### config.mk
export PLATFORM = sky130hd
export DESIGN_NAME = ex_hazard_controller_flat
export DESIGN_NICKNAME = d
export VERILOG_FILES = /design/src/rtl/ex_hazard_controller_pkg.sv /design/src/rtl/ex_hazard_controller_if.sv /design/src/rtl/ex_hazard_controller_fwd_select.sv /design/src/rtl/ex_hazard_controller.sv /design/src/flat_wrapper.sv
export SDC_FILE = /design/constraint.sdc
export NUM_CORES = 1
export LEC_CHECK = 0
export CORE_MARGIN = 2
export CORE_UTILIZATION = 38
export DETAILED_ROUTE_END_ITERATION = 10
export PLACE_DENSITY = 0.85
export SYNTH_ARGS = -nofsm -noshare
export SYNTH_HDL_FRONTEND = slang
export SYNTH_SLANG_ARGS = --single-unit
### constraint.sdc
create_clock -name clk -period 8.6 [get_ports clk]
set_input_delay 2.58 -clock clk [delete_from_list [all_inputs] [get_ports clk]]
set_output_delay 2.58 -clock clk [all_outputs]
set_load 0.03 [all_outputs]
### src/rtl/ex_hazard_controller_pkg.sv
//------------------------------------------------------------------------------
// Module   : hazard_pkg
// Brief    : Shared types and constants for the execute-stage hazard controller.
// Revision : 1.0 - initial release
//------------------------------------------------------------------------------
`default_nettype none

package hazard_pkg;

    typedef enum logic [1:0] {
        FWD_RF  = 2'b00,
        FWD_MEM = 2'b01,
        FWD_WB  = 2'b10
    } fwd_sel_t;

    typedef enum logic [0:0] {
        ST_IDLE = 1'b0,
        ST_HOLD = 1'b1
    } hz_state_t;

    localparam int ZERO_REG = 31;

    // Bit positions inside the {carry, zero, overflow, negative} flag vector
    localparam int FLAG_C = 3;
    localparam int FLAG_Z = 2;
    localparam int FLAG_V = 1;
    localparam int FLAG_N = 0;

endpackage

`default_nettype wire

### src/rtl/ex_hazard_controller_if.sv
//------------------------------------------------------------------------------
// Module   : ex_hazard_controller_if
// Brief    : Pipeline-side bundle seen by the execute-stage hazard controller.
// Revision : 1.0 - initial release
//------------------------------------------------------------------------------
`default_nettype none

interface ex_hazard_controller_if #(
    parameter int REG_ADDR_W = 5,
    parameter int FLAG_W     = 4
);
    logic [REG_ADDR_W-1:0] id_rn;
    logic [REG_ADDR_W-1:0] id_rm;
    logic                  id_uses_rn;
    logic                  id_uses_rm;
    logic                  id_is_cbz;
    logic                  id_is_blt;
    logic                  id_flush;
    logic [REG_ADDR_W-1:0] ex_rn;
    logic [REG_ADDR_W-1:0] ex_rm;
    logic [REG_ADDR_W-1:0] ex_rd;
    logic                  ex_reg_write;
    logic                  ex_mem_read;
    logic                  ex_set_flags;
    logic [FLAG_W-1:0]     alu_flags;
    logic [REG_ADDR_W-1:0] mem_rd;
    logic                  mem_reg_write;
    logic                  mem_mem_read;
    logic [REG_ADDR_W-1:0] wb_rd;
    logic                  wb_reg_write;
    logic [1:0]            fwd_a;
    logic [1:0]            fwd_b;
    logic [1:0]            fwd_cbz;
    logic                  stall;
    logic                  idex_bubble;
    logic [FLAG_W-1:0]     flags;
    logic                  blt_taken;

    modport master (
        output id_rn, id_rm, id_uses_rn, id_uses_rm, id_is_cbz, id_is_blt, id_flush,
        output ex_rn, ex_rm, ex_rd, ex_reg_write, ex_mem_read, ex_set_flags, alu_flags,
        output mem_rd, mem_reg_write, mem_mem_read, wb_rd, wb_reg_write,
        input  fwd_a, fwd_b, fwd_cbz, stall, idex_bubble, flags, blt_taken
    );

    modport slave (
        input  id_rn, id_rm, id_uses_rn, id_uses_rm, id_is_cbz, id_is_blt, id_flush,
        input  ex_rn, ex_rm, ex_rd, ex_reg_write, ex_mem_read, ex_set_flags, alu_flags,
        input  mem_rd, mem_reg_write, mem_mem_read, wb_rd, wb_reg_write,
        output fwd_a, fwd_b, fwd_cbz, stall, idex_bubble, flags, blt_taken
    );

endinterface

`default_nettype wire

### src/rtl/ex_hazard_controller_fwd_select.sv
//------------------------------------------------------------------------------
// Module   : fwd_select
// Brief    : Priority compare of one source register against MEM and WB writers.
// Revision : 1.0 - initial release
//------------------------------------------------------------------------------
`default_nettype none

module fwd_select
    import hazard_pkg::*;
#(
    parameter int REG_ADDR_W = 5,
    parameter int ZERO_REG   = hazard_pkg::ZERO_REG
) (
    input  wire logic [REG_ADDR_W-1:0] i_src,
    input  wire logic [REG_ADDR_W-1:0] i_mem_rd,
    input  wire logic                  i_mem_reg_write,
    input  wire logic                  i_mem_mem_read,
    input  wire logic [REG_ADDR_W-1:0] i_wb_rd,
    input  wire logic                  i_wb_reg_write,
    output fwd_sel_t                   o_sel
);

    localparam logic [REG_ADDR_W-1:0] C_ZERO = REG_ADDR_W'(ZERO_REG);

    logic w_src_valid;
    logic w_mem_hit;
    logic w_wb_hit;

    assign w_src_valid = (i_src != C_ZERO);
    // A load in MEM has no data yet, so it can never be the forwarding source
    assign w_mem_hit   = w_src_valid && i_mem_reg_write && !i_mem_mem_read && (i_mem_rd == i_src);
    assign w_wb_hit    = w_src_valid && i_wb_reg_write && (i_wb_rd == i_src);

    always_comb begin
        o_sel = FWD_RF;
        if (w_mem_hit) begin
            o_sel = FWD_MEM;
        end else if (w_wb_hit) begin
            o_sel = FWD_WB;
        end
    end

endmodule

`default_nettype wire

### src/rtl/ex_hazard_controller.sv
//------------------------------------------------------------------------------
// Module   : ex_hazard_controller
// Brief    : Execute-stage forwarding, load-use/CBZ stall sequencing and NZCV flags.
// Revision : 1.0 - initial release
//------------------------------------------------------------------------------
`default_nettype none

module ex_hazard_controller
    import hazard_pkg::*;
#(
    parameter int REG_ADDR_W = 5,
    parameter int ZERO_REG   = hazard_pkg::ZERO_REG,
    parameter int FLAG_W     = 4
) (
    input  wire logic             clk,
    input  wire logic             reset,
    ex_hazard_controller_if.slave bus
);

    localparam logic [REG_ADDR_W-1:0] C_ZERO = REG_ADDR_W'(ZERO_REG);

    hz_state_t         r_state_q, w_state_d;
    logic [1:0]        r_cnt_q, w_cnt_d;
    logic [FLAG_W-1:0] r_flags_q, w_flags_d;
    logic [FLAG_W-1:0] w_fwd_flags;
    logic              w_stall;

    fwd_sel_t w_sel_a, w_sel_b, w_sel_cbz;

    logic w_ex_hit_rn, w_ex_hit_rm, w_mem_hit_rm;
    logic w_haz_lu, w_haz_ca, w_haz_cl, w_haz_cm, w_hazard;

    fwd_select #(.REG_ADDR_W(REG_ADDR_W), .ZERO_REG(ZERO_REG)) u_fwd_a (
        .i_src(bus.ex_rn), .i_mem_rd(bus.mem_rd), .i_mem_reg_write(bus.mem_reg_write),
        .i_mem_mem_read(bus.mem_mem_read), .i_wb_rd(bus.wb_rd),
        .i_wb_reg_write(bus.wb_reg_write), .o_sel(w_sel_a)
    );

    fwd_select #(.REG_ADDR_W(REG_ADDR_W), .ZERO_REG(ZERO_REG)) u_fwd_b (
        .i_src(bus.ex_rm), .i_mem_rd(bus.mem_rd), .i_mem_reg_write(bus.mem_reg_write),
        .i_mem_mem_read(bus.mem_mem_read), .i_wb_rd(bus.wb_rd),
        .i_wb_reg_write(bus.wb_reg_write), .o_sel(w_sel_b)
    );

    fwd_select #(.REG_ADDR_W(REG_ADDR_W), .ZERO_REG(ZERO_REG)) u_fwd_cbz (
        .i_src(bus.id_rm), .i_mem_rd(bus.mem_rd), .i_mem_reg_write(bus.mem_reg_write),
        .i_mem_mem_read(bus.mem_mem_read), .i_wb_rd(bus.wb_rd),
        .i_wb_reg_write(bus.wb_reg_write), .o_sel(w_sel_cbz)
    );

    assign w_ex_hit_rn  = bus.ex_reg_write && (bus.ex_rd == bus.id_rn) && (bus.id_rn != C_ZERO);
    assign w_ex_hit_rm  = bus.ex_reg_write && (bus.ex_rd == bus.id_rm) && (bus.id_rm != C_ZERO);
    assign w_mem_hit_rm = bus.mem_reg_write && (bus.mem_rd == bus.id_rm) && (bus.id_rm != C_ZERO);

    assign w_haz_lu = bus.ex_mem_read &&
                      ((bus.id_uses_rn && w_ex_hit_rn) || (bus.id_uses_rm && w_ex_hit_rm));
    assign w_haz_ca = bus.id_is_cbz && w_ex_hit_rm && !bus.ex_mem_read;
    assign w_haz_cl = bus.id_is_cbz && w_ex_hit_rm && bus.ex_mem_read;
    assign w_haz_cm = bus.id_is_cbz && bus.mem_mem_read && w_mem_hit_rm;
    assign w_hazard = w_haz_lu || w_haz_ca || w_haz_cl || w_haz_cm;

    // Reset beats flush, flush beats any hazard or pending hold
    always_comb begin
        w_state_d = r_state_q;
        w_cnt_d   = r_cnt_q;
        w_stall   = 1'b0;
        if (reset || bus.id_flush) begin
            w_state_d = ST_IDLE;
            w_cnt_d   = 2'd0;
        end else begin
            case (r_state_q)
                ST_IDLE: begin
                    w_stall = w_hazard;
                    if (w_haz_cl) begin
                        w_cnt_d   = 2'd1;
                        w_state_d = ST_HOLD;
                    end
                end
                ST_HOLD: begin
                    w_stall = 1'b1;
                    w_cnt_d = r_cnt_q - 2'd1;
                    if (r_cnt_q <= 2'd1) begin
                        w_state_d = ST_IDLE;
                    end
                end
                default: begin
                    w_state_d = ST_IDLE;
                    w_cnt_d   = 2'd0;
                end
            endcase
        end
    end

    assign w_flags_d   = bus.ex_set_flags ? bus.alu_flags : r_flags_q;
    assign w_fwd_flags = bus.ex_set_flags ? bus.alu_flags : r_flags_q;

    always_ff @(posedge clk) begin
        if (reset) begin
            r_state_q <= ST_IDLE;
            r_cnt_q   <= 2'd0;
            r_flags_q <= '0;
        end else begin
            r_state_q <= w_state_d;
            r_cnt_q   <= w_cnt_d;
            r_flags_q <= w_flags_d;
        end
    end

    assign bus.fwd_a       = w_sel_a;
    assign bus.fwd_b       = w_sel_b;
    assign bus.fwd_cbz     = bus.id_is_cbz ? w_sel_cbz : FWD_RF;
    assign bus.stall       = w_stall;
    assign bus.idex_bubble = w_stall;
    assign bus.flags       = r_flags_q;
    assign bus.blt_taken   = !reset && bus.id_is_blt &&
                             (w_fwd_flags[FLAG_N] ^ w_fwd_flags[FLAG_V]);

endmodule

`default_nettype wire

### src/flat_wrapper.sv
// flat-port wrapper written by rule: the top's interface ports become plain ports
module ex_hazard_controller_flat import hazard_pkg::*;
#(
    parameter int REG_ADDR_W = 5,
    parameter int ZERO_REG   = hazard_pkg::ZERO_REG,
    parameter int FLAG_W     = 4
)
  (clk, reset, bus_id_rn, bus_id_rm, bus_id_uses_rn, bus_id_uses_rm, bus_id_is_cbz, bus_id_is_blt, bus_id_flush, bus_ex_rn, bus_ex_rm, bus_ex_rd, bus_ex_reg_write, bus_ex_mem_read, bus_ex_set_flags, bus_alu_flags, bus_mem_rd, bus_mem_reg_write, bus_mem_mem_read, bus_wb_rd, bus_wb_reg_write, bus_fwd_a, bus_fwd_b, bus_fwd_cbz, bus_stall, bus_idex_bubble, bus_flags, bus_blt_taken);
  ex_hazard_controller_if #(.REG_ADDR_W(REG_ADDR_W), .FLAG_W(FLAG_W)) bus_i ();
  input  wire logic clk;
  input  wire logic reset;
  input wire logic [$bits(bus_i.id_rn)-1:0] bus_id_rn;
  input wire logic [$bits(bus_i.id_rm)-1:0] bus_id_rm;
  input wire logic [$bits(bus_i.id_uses_rn)-1:0] bus_id_uses_rn;
  input wire logic [$bits(bus_i.id_uses_rm)-1:0] bus_id_uses_rm;
  input wire logic [$bits(bus_i.id_is_cbz)-1:0] bus_id_is_cbz;
  input wire logic [$bits(bus_i.id_is_blt)-1:0] bus_id_is_blt;
  input wire logic [$bits(bus_i.id_flush)-1:0] bus_id_flush;
  input wire logic [$bits(bus_i.ex_rn)-1:0] bus_ex_rn;
  input wire logic [$bits(bus_i.ex_rm)-1:0] bus_ex_rm;
  input wire logic [$bits(bus_i.ex_rd)-1:0] bus_ex_rd;
  input wire logic [$bits(bus_i.ex_reg_write)-1:0] bus_ex_reg_write;
  input wire logic [$bits(bus_i.ex_mem_read)-1:0] bus_ex_mem_read;
  input wire logic [$bits(bus_i.ex_set_flags)-1:0] bus_ex_set_flags;
  input wire logic [$bits(bus_i.alu_flags)-1:0] bus_alu_flags;
  input wire logic [$bits(bus_i.mem_rd)-1:0] bus_mem_rd;
  input wire logic [$bits(bus_i.mem_reg_write)-1:0] bus_mem_reg_write;
  input wire logic [$bits(bus_i.mem_mem_read)-1:0] bus_mem_mem_read;
  input wire logic [$bits(bus_i.wb_rd)-1:0] bus_wb_rd;
  input wire logic [$bits(bus_i.wb_reg_write)-1:0] bus_wb_reg_write;
  output wire logic [$bits(bus_i.fwd_a)-1:0] bus_fwd_a;
  output wire logic [$bits(bus_i.fwd_b)-1:0] bus_fwd_b;
  output wire logic [$bits(bus_i.fwd_cbz)-1:0] bus_fwd_cbz;
  output wire logic [$bits(bus_i.stall)-1:0] bus_stall;
  output wire logic [$bits(bus_i.idex_bubble)-1:0] bus_idex_bubble;
  output wire logic [$bits(bus_i.flags)-1:0] bus_flags;
  output wire logic [$bits(bus_i.blt_taken)-1:0] bus_blt_taken;
  assign bus_i.id_rn = bus_id_rn;
  assign bus_i.id_rm = bus_id_rm;
  assign bus_i.id_uses_rn = bus_id_uses_rn;
  assign bus_i.id_uses_rm = bus_id_uses_rm;
  assign bus_i.id_is_cbz = bus_id_is_cbz;
  assign bus_i.id_is_blt = bus_id_is_blt;
  assign bus_i.id_flush = bus_id_flush;
  assign bus_i.ex_rn = bus_ex_rn;
  assign bus_i.ex_rm = bus_ex_rm;
  assign bus_i.ex_rd = bus_ex_rd;
  assign bus_i.ex_reg_write = bus_ex_reg_write;
  assign bus_i.ex_mem_read = bus_ex_mem_read;
  assign bus_i.ex_set_flags = bus_ex_set_flags;
  assign bus_i.alu_flags = bus_alu_flags;
  assign bus_i.mem_rd = bus_mem_rd;
  assign bus_i.mem_reg_write = bus_mem_reg_write;
  assign bus_i.mem_mem_read = bus_mem_mem_read;
  assign bus_i.wb_rd = bus_wb_rd;
  assign bus_i.wb_reg_write = bus_wb_reg_write;
  assign bus_fwd_a = bus_i.fwd_a;
  assign bus_fwd_b = bus_i.fwd_b;
  assign bus_fwd_cbz = bus_i.fwd_cbz;
  assign bus_stall = bus_i.stall;
  assign bus_idex_bubble = bus_i.idex_bubble;
  assign bus_flags = bus_i.flags;
  assign bus_blt_taken = bus_i.blt_taken;
  ex_hazard_controller #(.REG_ADDR_W(REG_ADDR_W), .ZERO_REG(ZERO_REG), .FLAG_W(FLAG_W)) u_core (.clk(clk), .reset(reset), .bus(bus_i));
endmodule
==> results.py, run 1 <==
metrics = {
    "critical_path": {
        "cp_slowest_cell": "clkdlybuf4s50_1",
        "end_kind": "output pin",
        "crit_required_ps": 6020,
        "regToRegStartpoint": "u_core.r_cnt_q[1]",
        "crit_path_frequent_cell": "clkdlybuf4s50_1",
        "worst-setup-path-type": "primary input to output pin",
        "start_kind": "primary input",
        "crit_chain": "clkdlybuf4s50_1, xnor2_1, nand2_1, or4b_4, nor4_2, and2_1, clkdlybuf4s50_1",
        "crit_buf_inv": 2,
        "reg2regPathDepth": 3,
        "startpoint": "bus_id_rm[1]",
        "reg2reg_setup_slack_ps": 7700,
        "crit_path_max_fanout": 4,
        "crit_arrival_ps": 5050,
        "path_delay_family": "buffers and inverters",
        "regToRegEndpoint": "u_core.r_cnt_q[1]",
        "cp_slowest_stage_delay_ps": 660,
    },
    "synth": {
        "synth_edf_count": 0,
        "yosys_warnings": 0,
        "ys_seq_area_frac": 0.146,
        "synth_nets": 179,
        "postSynthAreaPerCell_um2": 7.63,
        "synth-main-ff-cell": "dfxtp_1",
        "ys_async_sr_fraction": 0,
        "synth_top_cell_by_area": "xnor2_1",
        "ys_ff_latch": 7,
        "ys_top_cells_by_area": "xnor2_1 24%, dfxtp_1 15%, xor2_1 11%",
        "ys_types": 31,
        "netlist_area_um2": 961,
        "synthCells": 126,
        "synth_top_area_frac": 0.237,
    },
    "clock_network": {
        "numCtsBuffers": 3,
        "cts_tree": "done",
        "cts_root_buf": "clkbuf_4",
        "clock_path_buffers": 2,
        "path_clk_slew_ps": 50,
        "cts_resized": 0,
        "clock_sinks": 7,
        "cts_hold_buf": 0,
        "cts_setup_buffers": 0,
        "cts_max_level": 1,
        "clock_latency_ps": 250,
    },
    "place": {
        "io_buffers": 64,
        "dp_hpwl_um": 2570,
        "place_inst": 216,
        "place_congestion": 0.817,
    },
    "global_route": {
        "grt_usage": 0.208,
        "grt_first_pass_wirelength_um": 4440,
        "antenna_found_initial": 0,
        "grt_max_degree": 7,
        "grt_pass1_vias": 1091,
        "grt.overflow.total": 0,
    },
    "cells_and_area": {
        "fin_nets": 244,
        "diodes": 0,
        "num-fill-cells": 222,
        "most-common-layout-cells": "64 x clkdlybuf4s50_1, 26 x xnor2_1, 12 x xor2_1",
        "layout-drive-gt1-share": 0.0368,
        "syn_to_final_growth_pct": 70.6,
        "fin_cells": 220,
        "final_common_cell": "clkdlybuf4s50_1",
    },
    "timing": {
        "finalCriticalPeriod_ps": 7630,
        "tightest_slew_ps": 458,
        "rsz0062_at_grt": "false",
        "hold_slack_ps": 493,
        "slew_violations": 0,
        "fmax_ghz": 0.131,
        "relSlewSlack": 0.692,
        "hold_viol_final": 0,
        "fin_setup_tns_ps": 0,
        "setup_violations": 0,
        "finalClockSkew_ps": 0.119,
        "post-route-period-util": 0.888,
    },
    "outcome": {
        "status": "completed",
    },
    "drt": {
        "vias_per_cell": 5.22,
        "vias": 1148,
        "drt-initial-drc-count": 7,
        "drc": 0,
        "drt_pre_antenna_iters": 4,
        "wirelength_um": 3000,
        "wl_per_cell_um": 13.6,
        "drtAntennaViolNets": 0,
    },
    "power_and_ir_drop": {
        "p_per_area_nw_per_um2": 80.0,
        "power_leakage_nw": 0.583,
        "vdd_ir_drop_max_mv": 0.111,
    },
    "hold_path": {
        "min_from": "u_core.r_cnt_q[0]",
        "hold_path.class": "flop to flop",
        "whs_endpoint": "u_core.r_cnt_q[0]",
        "hold_path_depth": 1,
    },
    "floorplan": {
        "dieHeight_um": 54.3,
        "die_x_um": 54.3,
        "placementRows": 18,
        "start_util": 0.395,
        "fp.coreArea_um2": 2430,
        "pin_count": 65,
        "dieArea_um2": 2950,
    },
    "run": {
        "cap_viol_max_count": 0,
    },
}
==> how the worst max path moves through the flow <==
| stage | endpoint | slack (ps) | cells past startpoint |
|---|---|---|---|
| floorplan | bus_blt_taken | 1540 | 3 |
| global placement | bus_fwd_cbz[0] | 990 | 7 |
| detailed placement | bus_fwd_cbz[0] | 970 | 7 |
| CTS | bus_fwd_cbz[0] | 970 | 7 |
| global route | bus_fwd_cbz[0] | 840 | 7 |
| finish | bus_fwd_cbz[0] | 970 | 7 |
==> registers in the layout, indices dropped and copies added, names as in the netlist <==
signal	cells
u_core.bus.flags	4
u_core.r_cnt_q	2
u_core.r_state_q	1
==> synth_stat cells (2+ instances only) <==
master and instances:
nand3_1 3, inv_1 7, xor2_1 12, nand2b_1 3, dfxtp_1 7, nor3_1 4
nand4_1 7, nand2_1 10, buf_4 3, xnor2_1 26, nor2b_1 4, nor4_1 6
nor2_1 10, a21oi_1 3, mux2i_1 4, a2111oi_0 2
==> where the power goes <==
| group | internal (mW) | switching [mW] | leakage, nW |
|---|---|---|---|
| clock network | 0.0177 | 0.0128 | 0.0150 |
| registers | 0.0336 | 0.000822 | 0.0572 |
| logic | 0.0383 | 0.0278 | 0.511 |
==> cells by family after synthesis <==
| group | synth area share |
|---|---|
| AND/OR/NAND/NOR | 0.302 |
| XOR/XNOR | 0.346 |
| AO/OA/AOI/OAI | 0.0964 |
| buffers and inverters | 0.0547 |
| flip-flops | 0.146 |
| multiplexers | 0.0417 |
| adder cells (fa/ha/maj) | 0.0130 |
==> layer usage <==
metal / GRT usage / vias up / wire length, um
met3: 0.0519 / 6 / 358
met1: 0.192 / 505 / 1100
li1: - / 575 / -
met2: 0.414 / 62 / 1470
met4: 0.100 / 0 / 65
met5: 0 / - / 0
==> final cells by class <==
type	instances	area [um^2]	area share
clock buffer	4	26.3	0.0160
inverter	7	26.3	0.0160
multi-input combinational	108	768	0.469
sequential	7	140	0.0855
tap	30	37.5	0.0229
timing repair buffer	64	641	0.391
==> worst reg2reg max path, cell delays in order (launching register included) <==
cell,delay (ps)
dfxtp_1,300
inv_1,60
or3_1,360
a21oi_1,120
==> metrics by stage <==
| step | power (mW) | instance area (um^2) | utilization | setup WS [ps] |
|---|---|---|---|---|
| floorplan | 0.0627 | 961 | - | 1540 |
| global placement | 0.0999 | 1610 | 0.663 | 993 |
| detailed placement | 0.101 | 1610 | 0.663 | 966 |
| CTS | 0.133 | 1640 | 0.674 | 969 |
| global route | 0.139 | 1640 | 0.674 | 838 |
| finish | 0.131 | 1640 | 0.674 | 966 |
(Power assumes the default switching activity.)
==> inputs of run 2 (changes only) <==
- CAP_MARGIN: unset -> 10
- CTS_CLUSTER_DIAMETER: unset -> 200
==> results of run 2 <==
The final DEF is identical to that of run 1; final timing and power are the same.
==> inputs of run 3 (changes only) <==
- SLEW_MARGIN: unset -> 20
==> results of run 3 <==
The final DEF is identical to that of run 1; final timing and power are the same.
